## src/rtl/mem_stage_ctrl.sv

```systemverilog
// mem_stage_ctrl: MEM-stage sequencer for load/store handshakes with a variable-latency data memory
// Ports: clk/rst_n; EX/MEM inputs control_signals, aluresult, readdata2, newpc, inst20to16, inst15to11;
// holdreg stalls upstream; mem_req/mem_we/mem_addr/mem_wdata/mem_ack/mem_rdata form the memory handshake;
// WB_* are the registered MEM/WB outputs; mem_err is a sticky error flag.
module mem_stage_ctrl #(
  parameter int MEM_TIMEOUT = 16,
  parameter logic [4:0] LINK_REG = 5'd31
) (
  input  logic        clk,
  input  logic        rst_n,
  input  logic [6:0]  control_signals,
  input  logic [31:0] aluresult,
  input  logic [31:0] readdata2,
  input  logic [31:0] newpc,
  input  logic [4:0]  inst20to16,
  input  logic [4:0]  inst15to11,
  output logic        holdreg,
  output logic        mem_req,
  output logic        mem_we,
  output logic [31:0] mem_addr,
  output logic [31:0] mem_wdata,
  input  logic        mem_ack,
  input  logic [31:0] mem_rdata,
  output logic        WB_VALID,
  output logic        WB_REGWRITE,
  output logic [1:0]  WB_MEMTOREG,
  output logic [4:0]  WB_DEST,
  output logic [31:0] WB_ALURESULT,
  output logic [31:0] WB_READDATA,
  output logic [31:0] WB_NEWPC,
  output logic        mem_err
);
  typedef enum logic {S_IDLE, S_WAIT} state_t;
  state_t      r_state, w_next;
  logic [7:0]  r_cnt;
  logic [31:0] r_addr, r_wdata, r_newpc;
  logic        r_we, r_regwrite;
  logic [1:0]  r_memtoreg;
  logic [4:0]  r_dest;
  logic        w_memop, w_illegal, w_start, w_regwrite, w_tmo, w_hold;
  logic [4:0]  w_dest;
  assign w_memop    = control_signals[1] | control_signals[0];
  assign w_illegal  = (&control_signals[1:0]) | (w_memop & |aluresult[1:0]);
  assign w_start    = w_memop & !w_illegal;
  assign w_dest     = control_signals[6:5] == 2'b00 ? inst20to16 :
                      control_signals[6:5] == 2'b01 ? inst15to11 :
                      control_signals[6:5] == 2'b10 ? LINK_REG : 5'd0;
  assign w_regwrite = control_signals[2] & (control_signals[6:5] != 2'b11);
  assign w_tmo      = !mem_ack & (r_cnt == 8'(MEM_TIMEOUT - 1));
  // Memory outputs come only from captured state so they stay stable while upstream is frozen
  assign mem_req    = r_state == S_WAIT;
  assign mem_we     = r_we;
  assign mem_addr   = r_addr;
  assign mem_wdata  = r_wdata;
  // Gated by rst_n so the stall drops the instant reset asserts, even with a memop on the inputs
  assign holdreg    = rst_n & w_hold;
  always_comb begin
    w_hold = r_state == S_IDLE ? w_start : !(mem_ack | w_tmo);
    w_next = r_state == S_IDLE ? (w_start ? S_WAIT : S_IDLE) : (mem_ack | w_tmo ? S_IDLE : S_WAIT);
  end
  always_ff @(posedge clk or negedge rst_n) begin
    if (!rst_n) begin
      r_state      <= S_IDLE;
      r_cnt        <= '0;
      r_addr       <= '0;
      r_wdata      <= '0;
      r_newpc      <= '0;
      r_we         <= 1'b0;
      r_regwrite   <= 1'b0;
      r_memtoreg   <= '0;
      r_dest       <= '0;
      mem_err      <= 1'b0;
      WB_VALID     <= 1'b0;
      WB_REGWRITE  <= 1'b0;
      WB_MEMTOREG  <= '0;
      WB_DEST      <= '0;
      WB_ALURESULT <= '0;
      WB_READDATA  <= '0;
      WB_NEWPC     <= '0;
    end else begin
      r_state      <= w_next;
      WB_VALID     <= 1'b0;
      WB_REGWRITE  <= 1'b0;
      WB_MEMTOREG  <= '0;
      WB_DEST      <= '0;
      WB_ALURESULT <= '0;
      WB_READDATA  <= '0;
      WB_NEWPC     <= '0;
      if (r_state == S_IDLE) begin
        if (w_illegal) mem_err <= 1'b1;
        if (w_start) begin
          r_cnt      <= '0;
          r_addr     <= aluresult;
          r_wdata    <= readdata2;
          r_newpc    <= newpc;
          r_we       <= control_signals[0];
          r_regwrite <= w_regwrite;
          r_memtoreg <= control_signals[4:3];
          r_dest     <= w_dest;
        end
        if (!w_memop) begin
          WB_VALID     <= 1'b1;
          WB_REGWRITE  <= w_regwrite;
          WB_MEMTOREG  <= control_signals[4:3];
          WB_DEST      <= w_dest;
          WB_ALURESULT <= aluresult;
          WB_NEWPC     <= newpc;
        end
      end else begin
        r_cnt <= r_cnt + 8'd1;
        if (w_tmo) mem_err <= 1'b1;
        if (mem_ack) begin
          WB_VALID     <= 1'b1;
          WB_REGWRITE  <= r_regwrite;
          WB_MEMTOREG  <= r_memtoreg;
          WB_DEST      <= r_dest;
          WB_ALURESULT <= r_addr;
          WB_READDATA  <= r_we ? 32'd0 : mem_rdata;
          WB_NEWPC     <= r_newpc;
        end
      end
    end
  end
endmodule

```

## config.mk

```make
export PLATFORM = sky130hd
export DESIGN_NAME = mem_stage_ctrl
export DESIGN_NICKNAME = d
export VERILOG_FILES = /design/src/rtl/mem_stage_ctrl.sv
export SDC_FILE = /design/constraint.sdc
export NUM_CORES = 1
export LEC_CHECK = 0
export ABC_AREA = 1
export CAP_MARGIN = 20
export CORE_AREA = 2 2 140 142
export DETAILED_ROUTE_END_ITERATION = 7
export DIE_AREA = 0 0 142 144
export DONT_BUFFER_PORTS = 1
export HOLD_SLACK_MARGIN = 0.02
export PLACE_DENSITY = 0.58
export SYNTH_ARGS = -nofsm -noshare
export SYNTH_HDL_FRONTEND = slang
export SYNTH_SLANG_ARGS = --single-unit
```

## constraint.sdc

```tcl
create_clock -name clk -period 2.28 [get_ports clk]
set_input_delay 0.57 -clock clk [delete_from_list [all_inputs] [get_ports clk]]
set_output_delay 0.57 -clock clk [all_outputs]
set_load 0.02 [all_outputs]
```

**Yosys cells after proc, flatten, opt, wreduce, memory -nomap -nowiden**

Cells that the tools add are included.

- Output and inout bits: 173
- Bits in registers: 220
- Input port bits: 148
- Logic and storage cells: 75

- Eq/ne operators: 5
- Reduce and logical (&&, ||, !) cells: 10
- Muxes and demuxes: 33
- $add $sub $neg: 1
- Bitwise logic cells: 9

Operators by type and width:

| cell | count |
|---|---|
| 2-to-1 mux 32 bit | 9 |
| 2-to-1 mux 5 bit | 6 |
| 2-to-1 mux 8 bit | 2 |
| 2-to-1 mux 1 bit | 13 |
| adder 8 x 1 -> 8 bit, second input constant | 1 |
| == test 8 x 4 -> 1 bit, second input constant | 1 |
| 2-to-1 mux 2 bit | 3 |
| AND reduction 2 bit | 3 |
| AND 1 bit | 5 |
| nonzero test 2 bit | 2 |
| logical NOT 1 bit | 3 |
| OR 1 bit | 3 |
| == test 2 x 1 -> 1 bit, second input constant | 1 |
| == test 2 bit, second input constant | 1 |
| logical NOT 2 bit | 1 |
| inequality test 2 x 1 -> 1 bit, second input constant | 1 |
| inequality test 2 bit, second input constant | 1 |
| OR reduction 2 bit | 1 |
| NOT 1 bit | 1 |

**Longest topological paths before layout**

Gate-level depths: netlist of the first run.

- Word-level depth: 7
- Depth in mapped cells: 8
- Gate-level depth less buffers: 7

**Worst setup path after synthesis of the first run**

OpenSTA, ideal clock, no wires.

- Path kind: input port to output port
- Start: input aluresult[0]
- End: output holdreg
- Stages: 7
- Data required time: 1.710 ns
- Path buffers: 2
- Path slack: 0.197 ns
- Arrival: 1.513 ns
- Cell sequence: inv_1 > nand3_1 > inv_2 > nand2_4 > buf_6 > buf_6 > a21oi_1

- Longest elaborated chain between the ends: 7

Ends and longest elaborated chain:

| element | line | text |
|---|---|---|
| start, declared | 12 | `input logic [31:0] aluresult,` |
| OR reduction 2 bit | 43 | `assign w_illegal = (&control_signals[1:0]) \| (w_memop & \|aluresult[1:0]);` |
| AND 1 bit | 43 |  |
| OR 1 bit | 43 |  |
| logical NOT 1 bit | 44 | `assign w_start = w_memop & !w_illegal;` |
| AND 1 bit | 44 |  |
| 2-to-1 mux 1 bit | 58 | `w_hold = r_state == S_IDLE ? w_start : !(mem_ack \| w_tmo);` |
| AND 1 bit | 56 | `assign holdreg = rst_n & w_hold;` |
| end, declared | 17 | `output logic holdreg,` |

Every way passes these cells.

**Final worst setup path of the first run**

- Start: register r_cnt[1]
- End: output holdreg

- Longest elaborated chain between the ends: 6

Ends and longest elaborated chain:

| element | line | text |
|---|---|---|
| start, declared | 35 | `logic [7:0] r_cnt;` |
| start signal, assigned | 110 | `r_cnt <= r_cnt + 8'd1;` |
| == test 8 x 4 -> 1 bit | 49 | `assign w_tmo = !mem_ack & (r_cnt == 8'(MEM_TIMEOUT - 1));` |
| AND 1 bit | 49 |  |
| OR 1 bit | 58 |  |
| logical NOT 1 bit | 58 |  |
| 2-to-1 mux 1 bit | 58 |  |
| AND 1 bit | 56 |  |

Every way passes these cells.

==> results of run 1 <==
==> flip-flops by register name (all words and copies together), names as in the netlist, 8 cells and up <==
| signal | cells |
|---|---|
| mem_wdata | 32 |
| r_newpc | 32 |
| r_cnt | 8 |
| WB_ALURESULT | 32 |
| WB_NEWPC | 32 |
| WB_READDATA | 32 |
| mem_addr | 32 |
==> cell families (layout without fill, tap and decap cells) <==
logic type	count (synthesis)	in the layout	share of synthesized area (%)
adders and majority gates	1	1	0.149
xor gates and xnor gates	1	1	0.104
other	0	1	0
DFF	220	220	65.7
and+or+nand+nor	376	376	17.4
buffers and inverters	129	136	7.61
AOI/OAI and AO/OA	151	151	9.04
==> metrics by stage <==
step                power, uW  util [%]  instance area [sq um]  worst slack [ns]  TNS [ns]
CTS                      9760      48.2                   9200           0.00532         0
detailed placement       6200      44.4                   8470             0.378         0
finish                   9670      48.5                   9250            0.0888         0
global placement         6170      44.4                   8470             0.406         0
global route            10200      48.5                   9250          -0.00778  -0.00778
floorplan                5940         -                   8380             0.197         0
==> routing by layer <==
layer / GRT usage, % / wire length (um) / part of all wire [%] / vias up
li1: - / - / - / 2699
met4: 4.63 / 354 / 1.8 / 0
met5: 0 / 0 / 0 / -
met1: 22.6 / 7650 / 39 / 2673
met3: 6.82 / 2020 / 10 / 27
met2: 29.9 / 9400 / 48 / 262
==> critical path, stage by stage, from the launching register on <==
cell and delay [ns]:
dfrtp_1 0.43, ha_4 0.20, nand2_4 0.05, nor2_2 0.03
nand2_1 0.07, nand2_2 0.07, a21oi_2 0.15, buf_6 0.13
==> Yosys cell counts (all sizes together) <==
cell	instances	share of area (%)
inv	82	3.7
nand2	313	14
nand4	3	0.22
or2	1	0.075
o22ai	2	0.15
buf	31	3.2
nand3	15	0.90
xor2	1	0.10
ha	1	0.15
o21ai	147	8.8
dfrtp	220	66
clkbuf	16	0.72
nor2	44	2.1
a21oi	2	0.12
==> path summary, 6_finish.rpt <==
| path | start | endpoint | slack [ns] | cells after the start |
|---|---|---|---|---|
| min | rst_n | WB_NEWPC[30]$_DFF_PN0_ | -0.25 | 0 |
| max reg2reg | mem_req$_DFF_PN0_ | mem_wdata[11]$_DFFE_PN0P_ | 0.73 | 5 |
| min reg2reg | r_newpc[4]$_DFFE_PN0P_ | WB_NEWPC[4]$_DFF_PN0_ | 0.47 | 2 |
| max in group asynchronous | rst_n | mem_wdata[13]$_DFFE_PN0P_ | 2.20 | 0 |
| min in group clk | readdata2[9] | mem_wdata[9]$_DFFE_PN0P_ | 0.17 | 2 |
| max | r_cnt[1]$_DFFE_PN0P_ | holdreg | 0.09 | 7 |
==> timing repair <==
item                                    in CTS  in global routing
setup buffers                                1                  2
endpoints found under the setup margin       1                  1
resized for setup                            2                  9
pin swaps                                    0                  4
endpoints found under the hold margin      220                220
==> where the power goes <==
part	leakage (uW)	switching (uW)	total [uW]	internal, uW
Sequential	0.00286	894	5360	4470
Combinational	0.00149	483	801	318
Clock	0.000357	1470	3510	2040
==> final cells by class <==
cell class | instances | share of cell area [%]
timing repair buffer | 12 | 1.56
sequential | 220 | 59.5
clock inverter | 7 | 0.500
multi-input combinational | 529 | 24.6
antenna | 1 | 0.0271
inverter | 82 | 3.34
tap | 238 | 3.22
clock buffer | 35 | 7.26
==> flow_summary.json, run 1 <==
{
  "status": "complete, but fails checks",
  "violations": "hold timing",
  "maxSlewViolCount": 0,
  "fin_worst_skew_ns": 0.0175,
  "final_cell_mix": "nand2_1 (309), dfrtp_1 (218), o21ai_0 (114)",
  "cts.sinks": 220,
  "numPortBuffers": 0,
  "hold_class": "in -> async",
  "power_leakage_uw": 0.00471,
  "fin_worst_hold_slack_ns": -0.247,
  "worstSetupEndpointType": "output port",
  "antenna_left": 0,
  "syn_inst": 878,
  "yosysSeqAreaShare_pct": 65.7,
  "fp.dieArea_sq_um": 20400,
  "synth_warnings": 0,
  "regArea_sq_um": 5510,
  "layout-drive-gt1-share_pct": 7.12,
  "stdcell_count": 1124,
  "wl_um": 19400,
  "drc": 0,
  "nFillCells": 1796,
  "start_util_pct": 43.9,
  "grt_pass1_wl_um": 29200,
  "multi_input_area_sq_um": 2270,
  "core_sq_um": 19100,
  "via_per_inst": 5.04,
  "wire_per_inst_um": 17.3,
  "dpl.hpwl_um": 12900,
  "critPathMaxFanout": 4,
  "cts_tree": "done",
  "rsz0062_at_grt": "yes",
  "crit_type": "reg -> out",
  "final_common_cell": "nand2_1",
  "synth_fp_nets": 1027,
  "fmax_mhz": 456,
  "place.gp.congestion": 0.779,
  "io_pins": 321,
  "final-hold-violation-count": 220,
  "h-tree-depth": 1,
  "syn_avg_cell_area_sq_um": 9.55,
  "cp-start-kind": "flip-flop",
  "cts_buffer_depth": 3,
  "num_rows": 51,
  "antenna_found_initial": 1,
  "syn_area_sq_um": 8380,
  "synth-seq-cells": 220,
  "slew_headroom_pct": 61.7,
  "finalCritPeriodShare_pct": 96.1,
  "clkTransAtPathRegs_ns": 0.06,
  "firstDrtPassIters": 5,
  "max_slew.worst_pin.slew_ns": 0.574,
  "dr.first_iter.drc_count": 324,
  "placed_cells": 1078,
  "finalCriticalPeriod_ns": 2.19,
  "overflow": 0,
  "critPathRequiredTime_ns": 1.71,
  "cap_violations": 0,
  "setup_viol": 0,
  "crit_arrival_ns": 1.62,
  "grt_usage_pct": 18.1,
  "cts_buffers": 24,
  "nNetsFinal": 1018,
  "cts_root_buf": "clkbuf_16",
  "grt_max_degree": 222,
  "clock_latency_ns": 0.51,
  "grt_pass1_vias": 5341,
  "vdd_drop_max_v": 0.000511,
  "vias": 5661,
  "powerDensity_nw_per_um2": 1050,
  "die_h_um": 144,
  "syn2layout_area_growth_pct": 10.3,
  "synth_cell_type_count": 22,
  "fp.dieW_um": 142
}
(Power assumes the default switching activity.)
==> inputs of run 2 (changes only) <==
--- a/config.mk
+++ b/config.mk
@@ -8,11 +8,13 @@
 export ABC_AREA = 1
 export CAP_MARGIN = 20
 export CORE_AREA = 2 2 140 142
+export CTS_CLUSTER_SIZE = 24
 export DETAILED_ROUTE_END_ITERATION = 7
 export DIE_AREA = 0 0 142 144
 export DONT_BUFFER_PORTS = 1
 export HOLD_SLACK_MARGIN = 0.02
 export PLACE_DENSITY = 0.58
+export SKIP_LAST_GASP = 1
 export SYNTH_ARGS = -nofsm -noshare
 export SYNTH_HDL_FRONTEND = slang
 export SYNTH_SLANG_ARGS = --single-unit
==> results of run 2 <==
No change in the layout: final DEF, timing and power equal those of run 1.
==> inputs of run 3 (changes only) <==
--- a/config.mk
+++ b/config.mk
@@ -6,7 +6,6 @@
 export NUM_CORES = 1
 export LEC_CHECK = 0
 export ABC_AREA = 1
-export CAP_MARGIN = 20
 export CORE_AREA = 2 2 140 142
 export CTS_CLUSTER_SIZE = 24
 export DETAILED_ROUTE_END_ITERATION = 7
==> results of run 3 <==
No change in the layout: final DEF, timing and power equal those of run 1.
